## src/rtl/div_unit.sv

```systemverilog
// div_unit: multi-cycle RV32M divide responder (DIV/DIVU/REM/REMU) for the execute stage.
// Radix-2 restoring division on operand magnitudes, one quotient bit per cycle.
module div_unit #(
   parameter int unsigned DataWidth = 32,
   parameter int unsigned AddrWidth = 5
) (
   input  logic                 clk,
   input  logic                 rst,
   input  logic                 start_i,
   input  logic [2:0]           op_i,
   input  logic [DataWidth-1:0] dividend_i,
   input  logic [DataWidth-1:0] divisor_i,
   input  logic [AddrWidth-1:0] reg_waddr_i,
   input  logic                 flush_i,
   output logic                 busy_o,
   output logic                 ready_o,
   output logic [DataWidth-1:0] result_o,
   output logic [AddrWidth-1:0] reg_waddr_o
);

   localparam int unsigned CntWidth = $clog2(DataWidth);
   localparam logic [CntWidth-1:0] LastCount = CntWidth'(DataWidth - 1);

   // funct3 encodings of the M-extension divide instructions
   localparam logic [2:0] INST_DIV  = 3'b100;
   localparam logic [2:0] INST_DIVU = 3'b101;
   localparam logic [2:0] INST_REM  = 3'b110;
   localparam logic [2:0] INST_REMU = 3'b111;

   typedef enum logic [1:0] {
      S_IDLE = 2'd0,
      S_CALC = 2'd1,
      S_DONE = 2'd2
   } state_t;

   state_t                r_state,    w_state_nxt;
   logic [2:0]            r_op,       w_op_nxt;
   logic [AddrWidth-1:0]  r_waddr,    w_waddr_nxt;
   logic [DataWidth-1:0]  r_quot,     w_quot_nxt;
   logic [DataWidth-1:0]  r_rem,      w_rem_nxt;
   logic [DataWidth-1:0]  r_divisor,  w_divisor_nxt;
   logic [CntWidth-1:0]   r_count,    w_count_nxt;
   logic                  r_sign_q,   w_sign_q_nxt;
   logic                  r_sign_r,   w_sign_r_nxt;
   logic                  r_ready,    w_ready_nxt;
   logic [DataWidth-1:0]  r_result,   w_result_nxt;
   logic [AddrWidth-1:0]  r_waddr_o,  w_waddr_o_nxt;

   logic                  w_req_signed;
   logic                  w_req_rem;
   logic                  w_cur_rem;
   logic [DataWidth-1:0]  w_dividend_mag;
   logic [DataWidth-1:0]  w_divisor_mag;
   logic [DataWidth:0]    w_shift;
   logic                  w_ge;
   logic [DataWidth-1:0]  w_rem_iter;
   logic [DataWidth-1:0]  w_quot_iter;
   logic [DataWidth-1:0]  w_q_final;
   logic [DataWidth-1:0]  w_r_final;

   // Request decode and operand magnitudes for the signed ops
   always_comb begin
      w_req_signed   = (op_i == INST_DIV) || (op_i == INST_REM);
      w_req_rem      = (op_i == INST_REM) || (op_i == INST_REMU);
      w_cur_rem      = (r_op == INST_REM) || (r_op == INST_REMU);
      w_dividend_mag = dividend_i[DataWidth-1] ? ((~dividend_i) + DataWidth'(1)) : dividend_i;
      w_divisor_mag  = divisor_i[DataWidth-1]  ? ((~divisor_i)  + DataWidth'(1)) : divisor_i;
   end

   // One restoring-division step plus sign fix-up of the would-be final result
   always_comb begin
      w_shift     = {r_rem, r_quot[DataWidth-1]};
      w_ge        = (w_shift >= {1'b0, r_divisor});
      // when w_ge the difference is below the divisor, so the low bits are exact
      w_rem_iter  = w_ge ? (w_shift[DataWidth-1:0] - r_divisor) : w_shift[DataWidth-1:0];
      w_quot_iter = {r_quot[DataWidth-2:0], w_ge};
      w_q_final   = r_sign_q ? ((~w_quot_iter) + DataWidth'(1)) : w_quot_iter;
      w_r_final   = r_sign_r ? ((~w_rem_iter)  + DataWidth'(1)) : w_rem_iter;
   end

   // Next-state and next-register logic; flush overrides everything
   always_comb begin
      w_state_nxt   = r_state;
      w_op_nxt      = r_op;
      w_waddr_nxt   = r_waddr;
      w_quot_nxt    = r_quot;
      w_rem_nxt     = r_rem;
      w_divisor_nxt = r_divisor;
      w_count_nxt   = r_count;
      w_sign_q_nxt  = r_sign_q;
      w_sign_r_nxt  = r_sign_r;
      w_ready_nxt   = 1'b0;
      w_result_nxt  = r_result;
      w_waddr_o_nxt = r_waddr_o;

      case (r_state)
         S_IDLE: begin
            if (start_i && !flush_i) begin
               w_op_nxt    = op_i;
               w_waddr_nxt = reg_waddr_i;
               if (divisor_i == '0) begin
                  // divide by zero: result known immediately
                  w_quot_nxt    = '1;
                  w_rem_nxt     = dividend_i;
                  w_divisor_nxt = '0;
                  w_sign_q_nxt  = 1'b0;
                  w_sign_r_nxt  = 1'b0;
                  w_count_nxt   = '0;
                  w_ready_nxt   = 1'b1;
                  w_result_nxt  = w_req_rem ? dividend_i : '1;
                  w_waddr_o_nxt = reg_waddr_i;
                  w_state_nxt   = S_DONE;
               end else begin
                  w_quot_nxt    = w_req_signed ? w_dividend_mag : dividend_i;
                  w_divisor_nxt = w_req_signed ? w_divisor_mag  : divisor_i;
                  w_sign_q_nxt  = w_req_signed && (dividend_i[DataWidth-1] ^ divisor_i[DataWidth-1]);
                  w_sign_r_nxt  = w_req_signed && dividend_i[DataWidth-1];
                  w_rem_nxt     = '0;
                  w_count_nxt   = '0;
                  w_state_nxt   = S_CALC;
               end
            end
         end
         S_CALC: begin
            w_quot_nxt  = w_quot_iter;
            w_rem_nxt   = w_rem_iter;
            w_count_nxt = r_count + CntWidth'(1);
            if (r_count == LastCount) begin
               w_ready_nxt   = 1'b1;
               w_result_nxt  = w_cur_rem ? w_r_final : w_q_final;
               w_waddr_o_nxt = r_waddr;
               w_state_nxt   = S_DONE;
            end
         end
         S_DONE: begin
            w_state_nxt = S_IDLE;
         end
         default: begin
            w_state_nxt = S_IDLE;
         end
      endcase

      if (flush_i) begin
         w_state_nxt   = S_IDLE;
         w_ready_nxt   = 1'b0;
         w_result_nxt  = r_result;
         w_waddr_o_nxt = r_waddr_o;
      end
   end

   // State register
   always_ff @(posedge clk or posedge rst) begin
      if (rst) begin
         r_state <= S_IDLE;
      end else begin
         r_state <= w_state_nxt;
      end
   end

   // Datapath and output registers
   always_ff @(posedge clk or posedge rst) begin
      if (rst) begin
         r_op      <= '0;
         r_waddr   <= '0;
         r_quot    <= '0;
         r_rem     <= '0;
         r_divisor <= '0;
         r_count   <= '0;
         r_sign_q  <= 1'b0;
         r_sign_r  <= 1'b0;
         r_ready   <= 1'b0;
         r_result  <= '0;
         r_waddr_o <= '0;
      end else begin
         r_op      <= w_op_nxt;
         r_waddr   <= w_waddr_nxt;
         r_quot    <= w_quot_nxt;
         r_rem     <= w_rem_nxt;
         r_divisor <= w_divisor_nxt;
         r_count   <= w_count_nxt;
         r_sign_q  <= w_sign_q_nxt;
         r_sign_r  <= w_sign_r_nxt;
         r_ready   <= w_ready_nxt;
         r_result  <= w_result_nxt;
         r_waddr_o <= w_waddr_o_nxt;
      end
   end

   // Busy covers the request cycle so execute stalls without a bubble
   assign busy_o  = !rst && (((r_state == S_IDLE) && start_i && !flush_i) || (r_state == S_CALC));
   // A flush in the DONE cycle suppresses the pending write-back pulse
   assign ready_o = r_ready && !flush_i;
   assign result_o    = r_result;
   assign reg_waddr_o = r_waddr_o;

endmodule

```

## config.mk

```make
export PLATFORM = sky130hd
export DESIGN_NAME = div_unit
export DESIGN_NICKNAME = d
export VERILOG_FILES = /design/src/rtl/div_unit.sv
export SDC_FILE = /design/constraint.sdc
export NUM_CORES = 1
export LEC_CHECK = 0
export BUFFER_PORTS_ARGS = -buffer_cell sky130_fd_sc_hd__buf_2
export CAP_MARGIN = 40
export CORE_AREA = 2 2 182 184
export CTS_BUF_LIST = sky130_fd_sc_hd__clkbuf_4
export DETAILED_ROUTE_END_ITERATION = 8
export DIE_AREA = 0 0 184 186
export SYNTH_ARGS = -nofsm -noshare
export SYNTH_HDL_FRONTEND = slang
export SYNTH_SLANG_ARGS = --single-unit
```

## constraint.sdc

```tcl
create_clock -name clk -period 12 [get_ports clk]
set_input_delay 1.8 -clock clk [delete_from_list [all_inputs] [get_ports clk]]
set_output_delay 1.8 -clock clk [all_outputs]
set_load 0.01 [all_outputs]
```

==> results.tsv <==
metric	value	unit
status	completed	
Port Buffers	114	
post-DR wirelength/cell	19.6	µm
Synth warnings	0	
Vias	12500	
Starting Density	0.387	
routability cong.	0.890	
hpwl dp	30300	µm
multi-input logic area	8060	µm²
Floorplan Core Area	32200	µm²
Rel. slew slack	0.423	
Worst Path Required	12.48	ns
Hold Crit Class	flop to flop	
Post-CTS Setup Bufs	0	
cell count after synthesis	1618	
critical path class	flop to flop	
row count	66	
post-synthesis async set-or-reset flop share	1.00	
Worst EP arrival	6.21	ns
Net Count, Synth	1733	
die area	34200	µm²
CTS tree	done	
wire length of the first global-routing pass	65800	µm
CTS resizes	0	
commonest non-fill, non-tap cell in the layout	nand2_1	
placed instance area	13300	µm²
antenna violations before repair	2	
clock root buffer	clkbuf_4	
register area	3750	µm²
CTS sink cnt	150	
cell accounting for the most synthesized area	dfrtp_1	
Initial DRT Pass Iterations	8	
Synth top area share	0.301	
# DRC	0	
DR iter-0 viols	1173	
number of global-route vias before repair	12200	
DRT Wirelength	40900	µm
Main synth FF type	dfrtp_1	
Max Slew Vio Count	0	
power per cell area	251	nW/µm²
Synth Cell Area	12500	µm²
largest net degree at the start of global routing	84	
die height	186	µm
final hold vios	0	
crit share post-route	0.477	
area grow syn2layout	9.10	%
Design Power	3410	µW
Hold Buf Count CTS	0	
CP Capture Type	flop	
Final setup viols	0	
Clock Skews	0.0297	ns
Clock transition at path regs	0.14	ns
flops & latches, synth	150	
fmax	175	MHz
htree depth	4	
final instance area	13600	µm²
LEAKAGE	0.00552	µW
vias per cell	6.01	
# Max-Cap Violations	0	
GRT Util Overall	0.244	
clk buf depth	2	
Core Util, Final	0.422	
number of flops mapped to enable cells by yosys	0	
Final nets	1773	
share of layout cells above drive strength 1	0.119	
Yosys cell types	90	
Seq/Total Area, Yosys	0.301	
later-pin clock latency in the skew report	0.61	ns
Avg Inst Size Synth	7.71	µm²
Num CTS Buffers	17	
Die W	184	µm
worst-path fanout max	49	
Routed Antenna Nets	0	
Setup TNS	0	ns
Least-Margin Pin Slew	0.864	ns
# fillers	3383	
top post-synthesis cells by area	dfrtp_1, nand2_1, o21ai_0, a21oi_1, xnor2_1	
RSZ-0062 raised after global routing	false	
startpoint class of the critical path	flop	
commonest cells after routing, fill and taps aside	nand2_1, o21ai_0, dfrtp_1	
total congestion overflow	0	
fin crit period	5.73	ns
maximum vdd ir drop	0.000103	V
Ports	115	
==> stage by stage <==
step / hold WS (ns) / setup slack [ns] / cells
floorplan: 0.446 / 6.16 / 1618
global placement: 0.457 / 5.99 / 2045
detailed placement: 0.466 / 5.82 / 2047
CTS: 0.499 / 6.33 / 2079
global route: 0.524 / 5.81 / 2080
finish: 0.493 / 6.27 / 2080
==> final timing paths <==
check	from	cells after the start	slack [ns]	endpoint
max reg2reg	r_rem[19]	19	6.27	result_o[30]
min reg2reg	r_waddr[0]	2	0.49	r_waddr[0]
max in group asynchronous	rst	3	9.92	r_divisor[29]
min	r_waddr[0]	2	0.49	r_waddr[0]
max	r_rem[19]	19	6.27	result_o[30]
min in group asynchronous	rst	2	1.09	r_waddr[4]
==> critical path, stage by stage, from the launching register on <==
cell	delay, ns
dfrtp_1	0.48
ha_1	0.40
a21oi_1	0.31
o21ai_1	0.26
a211oi_1	0.40
o311a_1	0.50
nand2_2	0.09
inv_1	0.07
buf_4	0.45
ha_1	0.29
or3b_2	0.51
nor2_1	0.22
nand2_1	0.16
or4_1	0.59
o31ai_1	0.30
xnor2_1	0.10
a21oi_1	0.15
nor3_1	0.07
a21oi_1	0.16
o41ai_2	0.09
==> where the power goes <==
group	internal [µW]	switching, µW
logic	798	1400
clock network	167	215
registers	637	193
==> area by class of cell <==
class | instances | area share
repair buffers | 130 | 0.0537
multi-input cells | 1303 | 0.593
flip-flops and latches | 150 | 0.276
clock buffers | 17 | 0.00938
inverters | 56 | 0.0158
clock inverters | 15 | 0.0146
well taps | 408 | 0.0375
diodes | 1 | 0.000184
==> routing by layer <==
metal  global-route usage  vias to the layer above  part of all wire  routed length (µm)
li1                     -                     5989                 -                   -
met1                0.305                     6011              0.42               17200
met2                0.425                      410              0.49               20000
met3               0.0417                       89             0.058                2390
met4               0.0851                        2             0.033                1330
met5                    0                        -           0.00017                   7
==> cells by family (layout without fill, tap and decap cells) <==
kind of cell | after synthesis | after routing | synth area share
other | 0 | 1 | 0
multiplexers | 17 | 17 | 0.0142
adder cells (fa/ha/maj) | 39 | 39 | 0.0397
buffers and inverters | 165 | 218 | 0.0545
AO/OA/AOI/OAI | 544 | 544 | 0.274
XOR/XNOR | 134 | 134 | 0.0947
AND/OR/NAND/NOR | 569 | 569 | 0.222
flip-flops | 150 | 150 | 0.301
==> sequential cells by signal, indices dropped and copies added, names as in the netlist <==
register,flops
r_quot,32
r_count,5
r_divisor,32
r_sign_q,1
r_sign_r,1
r_waddr,5
r_ready,1
r_rem,32
reg_waddr_o,5
result_o,32
r_state,2
r_op,2
==> synth_stat cells, types with 13 or more instances <==
| master | n |
|---|---|
| and3_1 | 26 |
| nand2_1 | 227 |
| o211ai_1 | 13 |
| nand2b_1 | 13 |
| nor3_1 | 36 |
| o41ai_1 | 13 |
| or3_1 | 25 |
| inv_1 | 56 |
| a31oi_1 | 25 |
| nand3_1 | 30 |
| ha_1 | 38 |
| xor2_1 | 60 |
| buf_2 | 18 |
| nor2_1 | 108 |
| nor4_1 | 20 |
| o22ai_1 | 37 |
| a211oi_1 | 33 |
| nand4_1 | 17 |
| xnor2_1 | 73 |
| clkbuf_1 | 77 |
| dfrtp_1 | 150 |
| o21ai_0 | 155 |
| a21oi_1 | 142 |
| o31ai_1 | 35 |
Note: power is estimated with default switching activity, not from simulation.
